$ cat src/rtl/frase_pkg.sv
// Shared types for the phrase RAM stream reader.
// Holds the reader FSM state encoding and the NUL terminator value.
package frase_pkg;

    typedef enum logic [1:0] {
        IDLE  = 2'd0,
        FETCH = 2'd1,
        SEND  = 2'd2,
        DONE  = 2'd3
    } frase_rd_state_t;

    localparam logic [7:0] NUL_CHAR = 8'h00;

endpackage

$ cat src/rtl/frase_stream_reader_if.sv
// Bus bundle between the stream reader, the data RAM read port,
// the command source (start/base_addr/length) and the character consumer.
//   master: the reader (drives address, char_out, char_valid, busy, done)
//   slave : the environment (drives start, base_addr, length, q, char_ready)
interface frase_stream_reader_if #(
    parameter int ADDR_W = 8,
    parameter int DATA_W = 8,
    parameter int LEN_W  = 9
);
    logic              start;
    logic [ADDR_W-1:0] base_addr;
    logic [LEN_W-1:0]  length;
    logic [ADDR_W-1:0] address;
    logic [DATA_W-1:0] q;
    logic [DATA_W-1:0] char_out;
    logic              char_valid;
    logic              char_ready;
    logic              busy;
    logic              done;

    modport master (
        input  start, base_addr, length, q, char_ready,
        output address, char_out, char_valid, busy, done
    );

    modport slave (
        output start, base_addr, length, q, char_ready,
        input  address, char_out, char_valid, busy, done
    );
endinterface

$ cat src/rtl/frase_stream_reader.sv
// Read-side master for the phrase data RAM: walks base_addr..base_addr+length-1
// (wrapping) through the RAM address/q port and streams characters over
// char_valid/char_ready. Ports: clock, reset (sync, active-high), bus (master).
// Optional: STOP_ON_NUL_EN ends a transfer when a NUL is fetched.
module frase_stream_reader
    import frase_pkg::*;
#(
    parameter int ADDR_W = 8,
    parameter int DATA_W = 8,
    parameter int LEN_W  = 9
) (
    input  logic                    clock,
    input  logic                    reset,
    frase_stream_reader_if.master   bus
);

    frase_rd_state_t   r_state;
    frase_rd_state_t   w_state_nxt;
    logic [ADDR_W-1:0] r_addr;
    logic [ADDR_W-1:0] w_addr_nxt;
    logic [DATA_W-1:0] r_char;
    logic [DATA_W-1:0] w_char_nxt;
    logic              r_valid;
    logic              w_valid_nxt;
    logic [LEN_W-1:0]  r_count;
    logic [LEN_W-1:0]  w_count_nxt;
    logic              r_busy;
    logic              r_done;
    logic              w_stop;

`ifdef STOP_ON_NUL_EN
    assign w_stop = (bus.q == DATA_W'(NUL_CHAR));
`else
    assign w_stop = 1'b0;
`endif

    // r_count holds the characters still to send after the current one.
    always_comb begin
        w_state_nxt = r_state;
        w_addr_nxt  = r_addr;
        w_char_nxt  = r_char;
        w_valid_nxt = r_valid;
        w_count_nxt = r_count;
        unique case (r_state)
            IDLE: begin
                if (bus.start) begin
                    if (bus.length != '0) begin
                        w_state_nxt = FETCH;
                        w_addr_nxt  = bus.base_addr;
                        w_count_nxt = bus.length - LEN_W'(1);
                    end else begin
                        w_state_nxt = DONE;
                    end
                end
            end
            FETCH: begin
                if (w_stop) begin
                    w_state_nxt = DONE;
                end else begin
                    w_char_nxt  = bus.q;
                    w_valid_nxt = 1'b1;
                    w_state_nxt = SEND;
                end
            end
            SEND: begin
                if (r_valid && bus.char_ready) begin
                    w_valid_nxt = 1'b0;
                    if (r_count == '0) begin
                        w_state_nxt = DONE;
                    end else begin
                        w_count_nxt = r_count - LEN_W'(1);
                        w_addr_nxt  = r_addr + ADDR_W'(1);
                        w_state_nxt = FETCH;
                    end
                end
            end
            DONE: begin
                w_state_nxt = IDLE;
            end
            default: begin
                w_state_nxt = IDLE;
            end
        endcase
    end

    // busy/done are registered from the next state so they line up with r_state.
    always_ff @(posedge clock) begin
        if (reset) begin
            r_state <= IDLE;
            r_addr  <= '0;
            r_char  <= '0;
            r_valid <= 1'b0;
            r_count <= '0;
            r_busy  <= 1'b0;
            r_done  <= 1'b0;
        end else begin
            r_state <= w_state_nxt;
            r_addr  <= w_addr_nxt;
            r_char  <= w_char_nxt;
            r_valid <= w_valid_nxt;
            r_count <= w_count_nxt;
            r_busy  <= (w_state_nxt == FETCH) || (w_state_nxt == SEND);
            r_done  <= (w_state_nxt == DONE);
        end
    end

    assign bus.address    = r_addr;
    assign bus.char_out   = r_char;
    assign bus.char_valid = r_valid;
    assign bus.busy       = r_busy;
    assign bus.done       = r_done;

endmodule

$ cat src/flat_wrapper.sv
// flat-port wrapper written by rule: the top's interface ports become plain ports
module frase_stream_reader_flat import frase_pkg::*;
#(
    parameter int ADDR_W = 8,
    parameter int DATA_W = 8,
    parameter int LEN_W  = 9
)
  (clock, reset, bus_start, bus_base_addr, bus_length, bus_q, bus_char_ready, bus_address, bus_char_out, bus_char_valid, bus_busy, bus_done);
  frase_stream_reader_if #(.ADDR_W(ADDR_W), .DATA_W(DATA_W), .LEN_W(LEN_W)) bus_i ();
  input  logic clock;
  input  logic reset;
  input wire logic [$bits(bus_i.start)-1:0] bus_start;
  input wire logic [$bits(bus_i.base_addr)-1:0] bus_base_addr;
  input wire logic [$bits(bus_i.length)-1:0] bus_length;
  input wire logic [$bits(bus_i.q)-1:0] bus_q;
  input wire logic [$bits(bus_i.char_ready)-1:0] bus_char_ready;
  output wire logic [$bits(bus_i.address)-1:0] bus_address;
  output wire logic [$bits(bus_i.char_out)-1:0] bus_char_out;
  output wire logic [$bits(bus_i.char_valid)-1:0] bus_char_valid;
  output wire logic [$bits(bus_i.busy)-1:0] bus_busy;
  output wire logic [$bits(bus_i.done)-1:0] bus_done;
  assign bus_i.start = bus_start;
  assign bus_i.base_addr = bus_base_addr;
  assign bus_i.length = bus_length;
  assign bus_i.q = bus_q;
  assign bus_i.char_ready = bus_char_ready;
  assign bus_address = bus_i.address;
  assign bus_char_out = bus_i.char_out;
  assign bus_char_valid = bus_i.char_valid;
  assign bus_busy = bus_i.busy;
  assign bus_done = bus_i.done;
  frase_stream_reader #(.ADDR_W(ADDR_W), .DATA_W(DATA_W), .LEN_W(LEN_W)) u_core (.clock(clock), .reset(reset), .bus(bus_i));
endmodule
$ cat config.mk
export PLATFORM = sky130hd
export DESIGN_NAME = frase_stream_reader_flat
export DESIGN_NICKNAME = d
export VERILOG_FILES = /design/src/rtl/frase_pkg.sv /design/src/rtl/frase_stream_reader_if.sv /design/src/rtl/frase_stream_reader.sv /design/src/flat_wrapper.sv
export SDC_FILE = /design/constraint.sdc
export NUM_CORES = 1
export LEC_CHECK = 0
export CAP_MARGIN = 20
export CORE_MARGIN = 2
export CORE_UTILIZATION = 30
export DETAILED_ROUTE_END_ITERATION = 8
export GPL_TIMING_DRIVEN = 0
export SKIP_LAST_GASP = 1
export SLEW_MARGIN = 25
export SYNTH_ARGS = -nofsm -noshare
export SYNTH_HDL_FRONTEND = slang
export SYNTH_SLANG_ARGS = --single-unit
export TNS_END_PERCENT = 1
$ cat constraint.sdc
create_clock -name clock -period 2.7 [get_ports clock]
set_input_delay 0.27 -clock clock [delete_from_list [all_inputs] [get_ports clock]]
set_output_delay 0.27 -clock clock [all_outputs]
set_load 0.1 [all_outputs]
---- Word-level counts from Yosys, hierarchy flattened ----
Index checks and enable logic that the tools add are counted.
storage, ports and cells
  flip-flop bits (word level) ............. 30
  latch bits .............................. 0
  RAM bits ................................ 0
  bits in read-only memories .............. 0
  bits of input ports ..................... 29
  output and inout port bits .............. 19
  logic and storage cells ................. 46
  memories kept ........................... 0
operators by class
  add/subtract/negate cells ............... 3
  multiply operators ...................... 0
  div/mod/pow operators ................... 0
  $lt $le $gt $ge ......................... 0
  equality and inequality tests ........... 10
  shift operators ......................... 0
  mux-type cells .......................... 17
  bitwise operators ....................... 0
  reductions and logical operators ........ 9
operators by type and width
  operator                                                                  count
  9-bit 2-to-1 mux                                                          4
  8-bit 2-to-1 mux                                                          4
  9-bit one-hot mux with 2 select lines                                     1
  9-bit by 1-bit subtractor with 9-bit output (second input constant)       2
  8-bit one-hot mux with 2 select lines                                     1
  9-bit zero test                                                           1
  9-bit nonzero test                                                        1
  8-bit by 1-bit adder with 8-bit output (second input constant)            1
  2-bit == test (second input constant)                                     4
  2-bit 2-to-1 mux                                                          4
  2-bit one-hot mux with 4 select lines                                     1
  5-bit AND reduction                                                       1
  2-bit by 1-bit == test with 1-bit output (second input constant)          2
  2-bit by 1-bit inequality test with 1-bit output (second input constant)  2
  2-bit inequality test (second input constant)                             2
  2-bit nonzero test                                                        2
  2-bit zero test                                                           1
  1-bit one-hot mux with 2 select lines                                     1
  2-bit AND reduction                                                       1
  1-bit logical AND                                                         1
  1-bit logical OR                                                          1
  1-bit 2-to-1 mux                                                          1

---- Depth between registers and ports, before layout ----
  depth after elaboration ................. 6
  depth in mapped cells ................... 11
  depth with buffers taken out ............ 8

---- Worst setup path before layout ----
OpenSTA, ideal clock, no wires.
  path type ............................... flip-flop to flip-flop
  start ................................... register u_core.r_state[0]
  end ..................................... register u_core.r_count[4]
  setup time .............................. 71 ps
  arrival ................................. 2,325 ps
  required time ........................... 2,629 ps
  slack ................................... 304 ps
  stages on the path, launching flop included .. 11
  clock period less this slack ............ 2,396 ps
  cells stage by stage .................... dfxtp_1 > nand2b_1 > buf_2 > buf_2 > buf_1 > mux2i_1 > ha_1 > inv_1 > o21ai_0 > or3b_2 > a21oi_1
on the way
  longest elaborated chain between the ends .. 3
  elaborated cells on any way between the ends .. 9
  classes of those cells .................. 5 x eq/ne; 1 x mux; 3 x reduce/logical
RTL lines
  element                                                                             line                        source
  start, declared                                                                     frase_stream_reader.sv:17   frase_rd_state_t r_state;
  start signal, assigned                                                              frase_stream_reader.sv:97   r_state <= w_state_nxt;
  2-bit == test / 2-bit zero test (equally long branches)                             frase_stream_reader.sv:44   unique case (r_state)
  2-bit by 1-bit inequality test with 1-bit output (no line) (tied with other cells)  n/a
  5-bit AND reduction (no line)                                                       n/a
  end signal, assigned                                                                frase_stream_reader.sv:101  r_count <= w_count_nxt;
  end, declared                                                                       frase_stream_reader.sv:25   logic [LEN_W-1:0] r_count;
Parallel ways exist; a longest one is shown, timed or not.
A chain may end at the register's enable or synchronous reset.

---- Worst setup path after layout ----
  start ................................... register u_core.r_state[0]
  end ..................................... register u_core.r_count[6]
Same word-level chain as after synthesis.

==> results.yml <==
final_layout:
  areaGrowthSynthToFinish_pct: 36.9
  fillerInstances: 636
  drive_gt1_share_pct: 12.5
  nNetsFinal: 313
  post-route-util_pct: 42.3
  n_antenna_cell: 0
  stdcell_area_sq_mm: 0.00249
detailed_routing:
  viasPerCell: 5.29
  drt_first_pass_iters: 4
  drc: 0
  drt_iter0_markers: 135
  vias: 1882
  drt_wl_total_mm: 5.13
  final_antenna_net_count: 0
  routedWlPerCell_um: 14.4
sta:
  tightest_slew_ns: 0.984
  fin_crit_sh_pct: 91.0
  period_minus_slack_ns: 2.46
  setup_slack_ns: 0.242
  slew_headroom_pct: 34.2
  hold_viol_final: 0
  fin_skew_ns: 0.00605
  final_max_slew_viol_count: 0
  max_freq_mhz: 407
  setup_violations: 0
  setup_tns_ns: 0
  rsz0062_at_grt: "false"
synth:
  yosys.area.top_type_share_pct: 33.1
  syn_inst: 229
  yosys_register_bits: 30
  syn-num-nets: 261
  synthTopCellsByArea: "dfxtp_1, nand2_1, a21oi_1"
  synth.yosys.warnings: 0
  synth_area_sq_mm: 0.00182
  syn_area_per_cell_sq_um: 7.93
  synth.yosys.seq_area_share_pct: 33.1
  synth_largest_area_cell: "dfxtp_1"
  post_synth_num_cell_types: 53
power:
  pwr-share-seq_pct: 35.8
  leakage_nw: 0.889
  switching_power_w: 0.000516
  sw_frac_of_total_pct: 35.5
  p_total_w: 0.00146
  cellPowerDensity_mw_per_mm2: 585
  ir_worst_vdd_uv: 262
  combPwrFrac_pct: 32.2
  clkPwrFrac_pct: 31.9
  p_int_w: 0.000939
floorplanning:
  io_pins: 48
  rows: 28
  die_y_um: 81.8
  die_x_um: 81.8
  core_area_sq_mm: 0.00589
  die_area_sq_mm: 0.00669
  initial_core_util_pct: 30.9
setup_path:
  max_stage_delay_ns: 0.40
  crit_path_start_kind: "flip-flop"
  critPathKind: "flip-flop to flip-flop"
  slowest_stage: "dfxtp_1"
  cp-end-kind: "flip-flop"
  cp_max_fo: 16
  cp.arrival_ns: 2.66
  required_ns: 2.90
  crit_chain: "nand2b_1 -> buf_4 -> buf_4 -> mux2i_1 -> ha_1 -> inv_1 -> or3_1 -> a21oi_1 -> o21ai_0 -> a21oi_1"
global_route:
  grt_overflow_total: 0
  grt_pass1_vias: 1805
  grtUsageTotal_pct: 16.5
  grt_pass1_wl_mm: 8.64
  grt_max_degree: 11
  antenna_found_initial: 0
clock_tree:
  cts_setup_buffers: 0
  cts_root_buf: "clkbuf_8"
  cts_max_level: 2
  hold_buffers: 0
  cts_sinks: 30
  path_clk_slew_ns: 0.06
  clk-insertion-delay-late_ns: 0.28
  cts_buffers: 5
  clk_path_buf_depth: 2
  cts_tree: "built"
placed_design:
  port_buffers: 46
  dp_hpwl_mm: 3.75
  placed_area_sq_mm: 0.00237
  pre_cts_ws_ns: -0.197
  gp_congestion: 0.827
hold_path:
  hold_path_class: "primary input to flip-flop"
status:
  outcome: "finished, final reports clean"
job:
  max-cap-violations: 0
## synth_stat cells (all sizes together)
cell type   n
a2111o      1
a211o       1
a211oi      4
a21o        1
a21oi      23
a22o        1
a311oi      1
a31oi       2
a32o        1
a32oi       1
a41oi       2
and2        1
buf         8
clkbuf      5
dfxtp      30
ha          3
inv         2
mux2        2
mux2i       6
nand2      45
nand2b      3
nand3       4
nand4       3
nand4b      1
nor2       25
nor2b       6
nor3        4
nor3b       1
nor4        4
o21a        1
o21ai      16
o22a        1
o22ai       1
o311a       2
o311ai      1
o31ai       2
or3         6
or3b        1
or4         6
or4b        1
## flip-flops by register name (all words and copies together) (netlist names)
| signal | flops |
|---|---|
| u_core.bus.address | 8 |
| u_core.bus.busy | 1 |
| u_core.bus.char_out | 8 |
| u_core.bus.char_valid | 1 |
| u_core.bus.done | 1 |
| u_core.r_count | 9 |
| u_core.r_state | 2 |
## cell type report
type / count / area [sq um] / share of cell area, %
buffer: 12 / 76.3 / 3.07
clock buffer: 6 / 82.6 / 3.32
clock inverter: 1 / 30.0 / 1.21
inverter: 2 / 7.51 / 0.302
multi-input combinational: 184 / 1140 / 45.7
sequential: 30 / 601 / 24.1
tap: 75 / 93.8 / 3.77
timing repair buffer: 46 / 460 / 18.5
## worst max-delay path: cells and delay by family (launching register included)
kind | cells | cell delay, ns
adder cells (fa/ha/maj) | 1 | 0.27
flip-flops | 1 | 0.40
AO/OA/AOI/OAI | 3 | 0.40
AND/OR/NAND/NOR | 2 | 0.48
buffers and inverters | 3 | 0.54
multiplexers | 1 | 0.27
## power by group through the flow
stage | registers (W) | clock network, W | logic, W
floorplan | 0.000667 | 0 | 0.000191
global placement | 0.000530 | 0 | 0.000466
detailed placement | 0.000530 | 0 | 0.000468
CTS | 0.000521 | 0.000474 | 0.000472
global route | 0.000528 | 0.000490 | 0.000503
finish | 0.000522 | 0.000465 | 0.000469
## cell usage in the layout, fill, tap and decap left out, types with 4 or more instances in the layout
cell / n
nand2_1: 45
o21ai_0: 9
mux2i_1: 6
nand3_1: 4
o21ai_2: 4
clkdlybuf4s50_1: 46
nor2b_1: 5
nor2_1: 25
a21oi_1: 22
clkbuf_1: 5
or3_1: 6
dfxtp_1: 30
clkbuf_8: 6
or4_1: 4
## repair_timing
action                     CTS  global route
setup endpoints to repair    3             3
gates resized for setup      3             2
pin swaps                    0             0
hold endpoints to repair     0             0
## routing by layer
metal / global-route usage [%] / wire (um) / vias up
met5: 0 / 0 / -
met4: 5.50 / 51 / 0
met3: 4.18 / 287 / 4
met2: 24.7 / 2310 / 58
met1: 23.0 / 2490 / 889
li1: - / - / 931
## final timing paths
kind                               start                      to  slack, ns  cells past startpoint
setup / recovery       u_core.r_state[0]       u_core.r_count[6]       0.24                     10
hold / removal                     reset  u_core.bus.char_out[5]       0.40                      2
setup reg to reg       u_core.r_state[0]       u_core.r_count[6]       0.24                     10
hold reg to reg   u_core.bus.char_out[2]  u_core.bus.char_out[2]       0.45                      2
## cells by family (layout without fill, tap and decap cells)
kind of cell	Yosys count	after routing	synth area share (%)
buffers and inverters	15	67	4.41
adders and majority gates	3	3	2.07
DFF	30	30	33.1
muxes	8	8	4.55
and+or+nand+nor	111	111	31.1
AOI/OAI and AO/OA	62	62	24.8
## stage by stage
stage	hold WS (ns)	cells
CTS	0.412	357
global placement	0.442	350
detailed placement	0.445	350
global route	0.457	356
floorplan	0.366	229
finish	0.405	356
(Power assumes the default switching activity.)
